===== config.mk =====
export PLATFORM = sky130hd
export DESIGN_NAME = btb_upd_queue
export DESIGN_NICKNAME = d
export VERILOG_FILES = /design/src/rtl/bpu_upd_pkg.sv /design/src/rtl/btb_upd_fifo.sv /design/src/rtl/btb_upd_queue.sv
export SDC_FILE = /design/constraint.sdc
export NUM_CORES = 1
export LEC_CHECK = 0
export ABC_AREA = 1
export BUFFER_PORTS_ARGS = -buffer_cell sky130_fd_sc_hd__buf_4
export CAP_MARGIN = 20
export CORE_MARGIN = 2
export CORE_UTILIZATION = 45
export CTS_CLUSTER_SIZE = 25
export DETAILED_ROUTE_END_ITERATION = 7
export PLACE_DENSITY = 0.72
export SYNTH_ARGS = -nofsm -noshare
export SYNTH_HDL_FRONTEND = slang
export SYNTH_SLANG_ARGS = --single-unit
export TNS_END_PERCENT = 20

===== constraint.sdc =====
create_clock -name clk -period 2.75 [get_ports clk]
set_input_delay 0 -clock clk [delete_from_list [all_inputs] [get_ports clk]]
set_output_delay 0 -clock clk [all_outputs]
set_load 0.01 [all_outputs]

===== src/rtl/bpu_upd_pkg.sv =====
// Shared types for the BTB update path.
// Event kind encoding and the packed queue entry layout.
package bpu_upd_pkg;

  typedef enum logic [1:0] {
    UPD_NONE = 2'd0,
    UPD_CLR  = 2'd1,
    UPD_MIS  = 2'd2,
    UPD_NEW  = 2'd3
  } upd_kind_e;

  localparam int UPD_KIND_W    = 2;
  localparam int UPD_TAG_LSB   = 4;
  localparam int DEF_IDX_WIDTH = 6;
  localparam int DEF_PC_WIDTH  = 32;

  // Entry layout, MSB first: {kind, idx, pc, taddr, type}
  function automatic int upd_entry_width(
    input int idx_w,
    input int pc_w
  );
    return UPD_KIND_W + idx_w + 2 * pc_w + 1;
  endfunction

  localparam int UPD_ENTRY_WIDTH =
    upd_entry_width(DEF_IDX_WIDTH, DEF_PC_WIDTH);

endpackage


===== src/rtl/btb_upd_fifo.sv =====
// In-order storage for BTB update events.
// Exposes per-slot valid/kind/tag so the top can reject duplicate NEWs.
import bpu_upd_pkg::*;

module btb_upd_fifo #(
  parameter int DEPTH     = 4,
  parameter int IDX_WIDTH = DEF_IDX_WIDTH,
  parameter int PC_WIDTH  = DEF_PC_WIDTH,
  localparam int W        = upd_entry_width(IDX_WIDTH, PC_WIDTH),
  localparam int TAG_W    = PC_WIDTH - UPD_TAG_LSB,
  localparam int PTR_W    = $clog2(DEPTH)
) (
  input  logic                   clk,
  input  logic                   rst,
  input  logic                   i_push,
  input  logic                   i_pop,
  input  logic [W-1:0]           i_wdata,
  output logic [W-1:0]           o_rdata,
  output logic                   o_full,
  output logic                   o_empty,
  output logic [DEPTH-1:0]       o_ent_vld,
  output logic [2*DEPTH-1:0]     o_ent_kind,
  output logic [TAG_W*DEPTH-1:0] o_ent_tag
);

  logic [W-1:0]   r_mem [DEPTH];
  logic [PTR_W-1:0] r_wr_ptr;
  logic [PTR_W-1:0] r_rd_ptr;
  logic [PTR_W:0]   r_cnt;
  logic [DEPTH-1:0] r_vld;

  logic w_push;
  logic w_pop;

  assign o_full  = (r_cnt == DEPTH[PTR_W:0]);
  assign o_empty = (r_cnt == '0);
  assign w_push  = i_push & ~o_full;
  assign w_pop   = i_pop & ~o_empty;
  assign o_rdata = r_mem[r_rd_ptr];

  always_ff @(posedge clk) begin
    if (w_push) begin
      r_mem[r_wr_ptr] <= i_wdata;
    end
  end

  // push and pop never address the same slot: push needs !full, pop needs !empty
  always_ff @(posedge clk) begin
    if (rst) begin
      r_wr_ptr <= '0;
      r_rd_ptr <= '0;
      r_cnt    <= '0;
      r_vld    <= '0;
    end else begin
      if (w_push) begin
        r_wr_ptr        <= r_wr_ptr + 1'b1;
        r_vld[r_wr_ptr] <= 1'b1;
      end
      if (w_pop) begin
        r_rd_ptr        <= r_rd_ptr + 1'b1;
        r_vld[r_rd_ptr] <= 1'b0;
      end
      unique case ({w_push, w_pop})
        2'b10:   r_cnt <= r_cnt + 1'b1;
        2'b01:   r_cnt <= r_cnt - 1'b1;
        default: r_cnt <= r_cnt;
      endcase
    end
  end

  assign o_ent_vld = r_vld;

  for (genvar g = 0; g < DEPTH; g++) begin : g_exp
    assign o_ent_kind[2*g +: 2] =
      r_mem[g][W-1 -: UPD_KIND_W];
    assign o_ent_tag[TAG_W*g +: TAG_W] =
      r_mem[g][2*PC_WIDTH -: TAG_W];
  end

endmodule


===== src/rtl/btb_upd_queue.sv =====
// Update stage in front of the BTB write port: filters, queues and
// issues one resolution event per cycle as single-cycle pulses.
import bpu_upd_pkg::*;

module btb_upd_queue #(
  parameter int DEPTH     = 4,
  parameter int IDX_WIDTH = DEF_IDX_WIDTH,
  parameter int PC_WIDTH  = DEF_PC_WIDTH
) (
  input  logic                 clk,
  input  logic                 rst,
  input  logic                 i_res_vld,
  output logic                 o_res_rdy,
  input  logic [1:0]           i_res_kind,
  input  logic [IDX_WIDTH-1:0] i_res_idx,
  input  logic [PC_WIDTH-1:0]  i_res_pc,
  input  logic [PC_WIDTH-1:0]  i_res_taddr,
  input  logic                 i_res_type,
  input  logic                 i_upd_hold,
  output logic                 o_btb_clr,
  output logic [IDX_WIDTH-1:0] o_btb_clr_idx,
  output logic                 o_btb_mispred,
  output logic [IDX_WIDTH-1:0] o_btb_mis_idx,
  output logic [PC_WIDTH-1:0]  o_btb_mis_taddr,
  output logic                 o_btb_new_br,
  output logic [PC_WIDTH-1:0]  o_btb_new_pc_addr,
  output logic [PC_WIDTH-1:0]  o_btb_new_taddr,
  output logic                 o_btb_new_type,
  output logic [7:0]           o_drop_cnt
);

  localparam int W     = upd_entry_width(IDX_WIDTH, PC_WIDTH);
  localparam int TAG_W = PC_WIDTH - UPD_TAG_LSB;

  logic [W-1:0]           w_wdata;
  logic [W-1:0]           w_head;
  logic                   w_full;
  logic                   w_empty;
  logic [DEPTH-1:0]       w_ent_vld;
  logic [2*DEPTH-1:0]     w_ent_kind;
  logic [TAG_W*DEPTH-1:0] w_ent_tag;

  logic             w_acc;
  logic             w_dup;
  logic             w_drop;
  logic             w_push;
  logic             w_issue;
  logic [TAG_W-1:0] w_tag;

  logic [1:0]           w_h_kind;
  logic [IDX_WIDTH-1:0] w_h_idx;
  logic [PC_WIDTH-1:0]  w_h_pc;
  logic [PC_WIDTH-1:0]  w_h_taddr;
  logic                 w_h_type;

  logic [7:0] r_drop_cnt;

  assign o_res_rdy = ~rst & ~w_full;
  assign w_acc     = i_res_vld & o_res_rdy;
  assign w_tag     = i_res_pc[PC_WIDTH-1:UPD_TAG_LSB];
  assign w_wdata   = {i_res_kind, i_res_idx, i_res_pc,
                      i_res_taddr, i_res_type};

  // the head still counts even if it pops this cycle
  always_comb begin
    w_dup = 1'b0;
    for (int i = 0; i < DEPTH; i++) begin
      if (w_ent_vld[i] &&
          w_ent_kind[2*i +: 2] == UPD_NEW &&
          w_ent_tag[TAG_W*i +: TAG_W] == w_tag) begin
        w_dup = 1'b1;
      end
    end
  end

  assign w_drop = w_acc &
                  ((i_res_kind == UPD_NONE) |
                   ((i_res_kind == UPD_NEW) & w_dup));
  assign w_push = w_acc & ~w_drop;

  assign w_issue = ~rst & ~w_empty & ~i_upd_hold;

  btb_upd_fifo #(
    .DEPTH     (DEPTH),
    .IDX_WIDTH (IDX_WIDTH),
    .PC_WIDTH  (PC_WIDTH)
  ) u_fifo (
    .clk        (clk),
    .rst        (rst),
    .i_push     (w_push),
    .i_pop      (w_issue),
    .i_wdata    (w_wdata),
    .o_rdata    (w_head),
    .o_full     (w_full),
    .o_empty    (w_empty),
    .o_ent_vld  (w_ent_vld),
    .o_ent_kind (w_ent_kind),
    .o_ent_tag  (w_ent_tag)
  );

  assign {w_h_kind, w_h_idx, w_h_pc,
          w_h_taddr, w_h_type} = w_head;

  always_comb begin
    o_btb_clr         = 1'b0;
    o_btb_clr_idx     = '0;
    o_btb_mispred     = 1'b0;
    o_btb_mis_idx     = '0;
    o_btb_mis_taddr   = '0;
    o_btb_new_br      = 1'b0;
    o_btb_new_pc_addr = '0;
    o_btb_new_taddr   = '0;
    o_btb_new_type    = 1'b0;
    if (w_issue) begin
      unique case (w_h_kind)
        UPD_CLR: begin
          o_btb_clr     = 1'b1;
          o_btb_clr_idx = w_h_idx;
        end
        UPD_MIS: begin
          o_btb_mispred   = 1'b1;
          o_btb_mis_idx   = w_h_idx;
          o_btb_mis_taddr = w_h_taddr;
        end
        UPD_NEW: begin
          o_btb_new_br      = 1'b1;
          o_btb_new_pc_addr = w_h_pc;
          o_btb_new_taddr   = w_h_taddr;
          o_btb_new_type    = w_h_type;
        end
        default: begin
        end
      endcase
    end
  end

  always_ff @(posedge clk) begin
    if (rst) begin
      r_drop_cnt <= '0;
    end else if (w_drop && r_drop_cnt != 8'hFF) begin
      r_drop_cnt <= r_drop_cnt + 8'd1;
    end
  end

  assign o_drop_cnt = r_drop_cnt;

endmodule


==> Word level (Yosys, flattened, before mapping) <==
Memory sizes are Yosys's and may differ from the RTL's. A register that Yosys moved wholly into a read port is not among the register bits.
Index checks and enable logic that the tools add are counted.
{ "totals": {"reg_bits": 19, "mem_bits_rw": 292, "input_bits": 77, "mem_count": 1} }
{ "memory_table": {"columns": ["name", "depth", "width", "read_ports", "rd_clocked_by_memory_dff", "write_ports", "line_no", "rtl"], "rows": [
  ["u_fifo.r_mem", 4, 73, 5, 1, 1, "btb_upd_fifo.sv:26", "logic [W-1:0] r_mem [DEPTH];"]
]} }
{ "classes": {"addsub": 5, "n_lt_le_gt_ge": 4, "n_bitwise": 18, "n_reduce_logical": 14, "muxes": 34, "eq_ne": 16} }
{ "ops": {"columns": ["operator", "n"], "rows": [
  ["two-way mux 32 bit", 6],
  ["equality test 28 bit", 4],
  ["two-way mux 6 bit", 4],
  ["equality test 2 bit (second input constant)", 8],
  ["two-way mux 1 bit", 16],
  ["two-way mux 4 bit", 3],
  ["logical AND 1 bit", 11],
  ["bitwise AND 1 bit", 9],
  ["adder 8 x 1 -> 8 bit (second input constant)", 1],
  ["!= test 8 bit (second input constant)", 1],
  ["< comparator 2 x 3 -> 1 bit (second input constant)", 2],
  ["one-hot mux 3 bit (2 select lines)", 1],
  ["NOT 1 bit", 5],
  ["adder 2 x 1 -> 2 bit (second input constant)", 2],
  ["bitwise AND 4 bit", 1],
  ["demux 1 bit (select 2 bit)", 2],
  ["equality test 2 x 1 -> 1 bit (second input constant)", 2],
  ["greater-or-equal comparator 2 x 1 -> 1 bit (second input constant)", 2],
  ["two-way mux 2 bit", 2],
  ["NOT 4 bit", 1],
  ["OR 4 bit", 1],
  ["adder 3 x 1 -> 3 bit (second input constant)", 1],
  ["equality test 3 bit (second input constant)", 1],
  ["logical NOT 3 bit", 1],
  ["other kinds (4)", 4]
]} }

==> Logic depth before layout (Yosys ltp) <==
{ "logic_depth": {"word_depth": 17, "depth_mapped": 20, "mapped_depth_nobuf": 19} }

==> Modules after synthesis <==
Synthesis repeated with hierarchy kept, for this count alone.
{ "hier_totals": {"cells_unflattened": 1734, "area_unflattened_um2": 15869.0} }
{ "by_module_without_submodules": {"columns": ["mod", "seq_area_each_um2", "instances", "area_per_inst_um2", "cells_each"], "rows": [
  ["btb_upd_fifo", 9028.7, 1, 12450.7, 927],
  ["btb_upd_queue", 160.2, 1, 3418.3, 807]
]} }

==> Worst setup path before layout <==
OpenSTA, ideal clock, no wires.
{ "synth_path": {"path_type": "register to register", "from": "memory u_fifo.r_mem[0][63] in the netlist's numbering", "to": "memory u_fifo.r_mem[0][0] in the netlist's numbering, enable pin", "path_stages_with_launch": 14, "arrival_time_ns": 2.574, "setup_slack_ns": -0.251, "setup_ns": 0.427, "synth_period_minus_slack_ns": 3.001, "cell_sequence": "edfxtp_1 inv_1 nand2_1 nand2_1 nor2_1 nand2_1 nor2_1 nand2_1 nor2_1 nor2_1 nand2_2 nand2_4 nand4_1 inv_1"} }
{ "synth_lines": {"columns": ["element", "line_no"], "rows": [
  ["from (decl)", "btb_upd_fifo.sv:26"]
]} }

==> impl_results.md <==
* Status: completed
* Syn-to-layout area delta at 26.4%
* Min-delay src: i_res_vld
* WL final at around 36 mm
* VDD IR-drop max at between 400 and 500 uV
* R2r endpoint: u_fifo.r_cnt[2]
* GR Overflow Total at 0
* FMAX at about 380 MHz
* Syn_area_per_cell at slightly below 10 um2
* Reg2Reg Depth at 18
* Max H-tree Level at 2
* Crit start category: flip-flop
* Final ANT Viol Nets at 0
* Mux cell area share after synthesis at 0%
* Vias in the first global route at 10700
* Pleak at approximately 7.5 nW
* Clock Skews at ~21 ps
* Worst R2R Start: u_fifo.r_mem[1][64]
* CTS Buffer Depth at 3
* Simple-Gate Fraction of Synth Area at between 10% and 20%
* Pwr per Cell Area at 585 nW/um2
* Total GRT Usage at a little over a fifth
* Yosys warnings at 0
* Worst min-delay path class: in -> reg
* Leading register cell type out of synthesis: edfxtp_1
* DRC violations left at 0
* Critical path type: reg -> reg
* Worst setup EP type: flip-flop
* Slew HR at between 40 and 50%
* DR vias at 11100
* Core area at 31600 um2
* CP Cell Sequence: inv_2, nand2_1, a21oi_2, nand2_2, nor2_2, nand2_1, nor2_2, nor2_2, nand2_2, nand2_4, nand3_4, ha_4, inv_2, fa_2, a21oi_2, o21ai_1, o21ai_1, a21oi_1
* Largest net degree at the start of global routing at 120
* Synthesized-area fraction occupied by adder cells at a little over 1%
* Clock transition at the registers of the reported paths at about 60 ps
* Reg area at around 9200 um2
* Fillers at roughly 2600
* Flops & latches, synth at 313
* CP max-delay cell: edfxtp_1
* Area of the multi-input gates at between 4000 and 5000 um2
* Initial drt markers at between 600 and 700
* Min Tclk post-route at approximately 2600 ps
* Final Util at ~58%
* HPWL Detailed at ~22 mm
* Crit path max-delay family: simple AND/OR/NAND/NOR gates
* DIE WIDTH at 183 um
* CP max stage delay at 410 ps
* Seq/Total Area, Yosys at 63.6%
* Post-synth cell types at 31
* Root Buffer: clkbuf_16
* WHS Path Cells at 5
* Crit Path Max Fanout at 6
* DR WL/cell at between 15 and 20 um
* CTS tree: yes
* Gate Count Post-Synth at 1464
* WP data required at between 3000 and 4000 ps
* PortBufs at roughly 200
* Vias per std cell at ~5.2
* Non-Filler Instances at about 2200
* Setup-failing EPs final at 0
* Asr flop ratio synth at 0%
* Worst Tran Pin Value at between 700 and 800 ps
* Io pins at ~200
* Crit share post-route at roughly 95%
* Worst Hold Slack at 54.2 ps
* Design Area, Final at roughly 18000 um2
* Height of the die at roughly 180 um
* Max-slew violations at 0
* Post-Synth XOR/XNOR Area at roughly 2.2%
* Setup_tns at 0 ps
* Netlist Area Pre-Place at roughly 14000 um2
* First-pass GRT wire length at 55.2 mm
* Max cap viols at 0
* TritonRoute pass-1 iters at 5
* Initial antenna violation count at 2
* Row cnt at between 60 and 70
* CP arrival at ~3000 ps
* EDFF count, synth at roughly 290
* Worst Hold End: o_drop_cnt[4]
* Starting density of the core at between 40% and 50%
* Hold Fails Final Rpt at 0
* Most used cell, CP: nor2_2
* GP Congestion at roughly 0.83
* Placed Cells incl. Taps at about 2000
* Post-DP Area at roughly 16000 um2
* CTS buffer count at 35
* DIE AREA at 33500 um2
* Register-to-register setup slack at roughly 150 ps
* Post-layout nets at roughly 1800
* Clock latency on the worst-skew pair at roughly 510 ps
* Post-synth net total at between 1500 and 2000
* Synth Area in Compound Gates at 10.1%
* Largest family of logic cells by synthesized area: simple AND/OR/NAND/NOR gates
* Layout cells sized above 1 at 18.1%
* Worst path bufs/invs at 2
* Clk sinks at about 310
[placed cells by master, fill, tap and decap left out, types with 2 or more instances in the layout]
| master | instances |
|---|---|
| buf_12 | 7 |
| nand2_1 | 429 |
| xor2_1 | 14 |
| buf_4 | 213 |
| nor2_2 | 9 |
| inv_4 | 2 |
| inv_1 | 110 |
| nand2_2 | 4 |
| dlygate4sd3_1 | 75 |
| nand4_1 | 6 |
| nand3_1 | 19 |
| o21ai_0 | 64 |
| inv_2 | 20 |
| nand2_4 | 2 |
| ha_1 | 9 |
| o211ai_1 | 6 |
| clkinv_2 | 10 |
| o21ai_1 | 2 |
| a32o_1 | 38 |
| a21oi_1 | 131 |
| clkbuf_1 | 9 |
| clkbuf_16 | 35 |
| dfxtp_1 | 20 |
| nor3_1 | 2 |
| xnor2_1 | 23 |
| a21oi_2 | 3 |
| nor2_1 | 180 |
| clkinv_1 | 4 |
| edfxtp_1 | 292 |
| diode_2 | 2 |
[worst reg2reg max path, cell delays in order (launching register included)]
cell and delay, ps:
edfxtp_1 410, inv_2 80, nand2_1 60, a21oi_2 140, nand2_2 80, nor2_2 130
nand2_1 90, nor2_2 130, nor2_2 50, nand2_2 140, nand2_4 130, nand3_4 100
ha_4 130, inv_2 50, fa_2 370, a21oi_2 130, o21ai_1 80, o21ai_1 120
a21oi_1 50
[per-stage QoR]
| step | power [mW] | worst slack, ps |
|---|---|---|
| floorplan | 6.14 | -251 |
| global placement | 6.53 | 18.2 |
| detailed placement | 6.57 | -49.7 |
| CTS | 10.8 | 1.96 |
| global route | 11.1 | -8.35 |
| finish | 10.7 | 148 |
[synth_stat cells (2+ instances only)]
master | count | area [um2]
xor2_1 | 14 | 123
inv_2 | 19 | 71.3
inv_1 | 117 | 439
a21oi_1 | 134 | 671
dfxtp_1 | 21 | 420
nand3_1 | 19 | 95.1
o21ai_0 | 66 | 330
o211ai_1 | 6 | 45.0
xnor2_1 | 23 | 201
nor2_1 | 189 | 709
clkbuf_2 | 6 | 30.0
clkbuf_1 | 36 | 135
buf_1 | 9 | 33.8
nand2_1 | 432 | 1620
nand4_1 | 6 | 37.5
edfxtp_1 | 292 | 8770
nand2_4 | 2 | 22.5
a32o_1 | 38 | 380
nor3_1 | 2 | 10.0
ha_1 | 10 | 125
buf_2 | 13 | 65.1
[how the worst max path moves through the flow]
stage	slack (ps)	endpoint	cells after the start	startpoint
2_1_floorplan	-250	u_fifo.r_mem[1][0]	13	u_fifo.r_mem[0][63]
5_1_grt	-8	u_fifo.r_cnt[2]	18	u_fifo.r_mem[1][64]
6_report	150	u_fifo.r_cnt[2]	18	u_fifo.r_mem[1][64]
3_5_place_dp	-50	u_fifo.r_cnt[2]	18	u_fifo.r_mem[2][63]
4_1_cts	2	u_fifo.r_cnt[2]	18	u_fifo.r_mem[3][61]
3_3_place_gp	20	u_fifo.r_cnt[2]	18	u_fifo.r_mem[1][64]
[metal layers]
metal  part of all wire, %  up-vias  global-route usage, %
met4                   1.5        0                   5.02
met3                   6.8       38                   4.03
li1                      -     5444                      -
met1                    43     5243                   27.1
met2                    49      388                   36.2
met5                     0        -                      0
[cell type report]
cell class / instances / share of cell area, %
diodes: 2 / 0.0274
flip-flops and latches: 313 / 50.4
multi-input cells: 951 / 24.9
clock inverters: 14 / 0.439
well taps: 402 / 2.76
inverters: 136 / 2.86
clock buffers: 44 / 4.98
repair buffers: 295 / 13.6
[sequential cells by signal (all words and copies together) (netlist names), named ones only]
register and flops:
u_fifo.r_cnt 3, u_fifo.r_wr_ptr 2, u_fifo.r_rd_ptr 2, o_drop_cnt 8, u_fifo.r_mem 292, u_fifo.o_ent_vld 4
[cells by family after synthesis]
| family | Yosys count |
|---|---|
| simple gates | 656 |
| compound gates | 247 |
| flops | 313 |
| xor+xnor | 37 |
| fa+ha+maj | 11 |
| buf+inv | 200 |
[what timing repair did]
item	4_1_cts	5_1_grt
hold buffers	75	0
gates resized for setup	4	20
buffers inserted	0	3
pin swaps	1	18
hold endpoints to repair	308	0
setup endpoints to repair	1	2
[power by group]
group / internal [mW] / leakage, nW / switching, mW
clock network: 2.34 / 0.491 / 1.76
logic: 0.462 / 4.24 / 0.754
registers: 5.31 / 2.82 / 0.0430
total: 8.12 / 7.55 / 2.55
No activity file was read; power rests on OpenSTA's default activity.
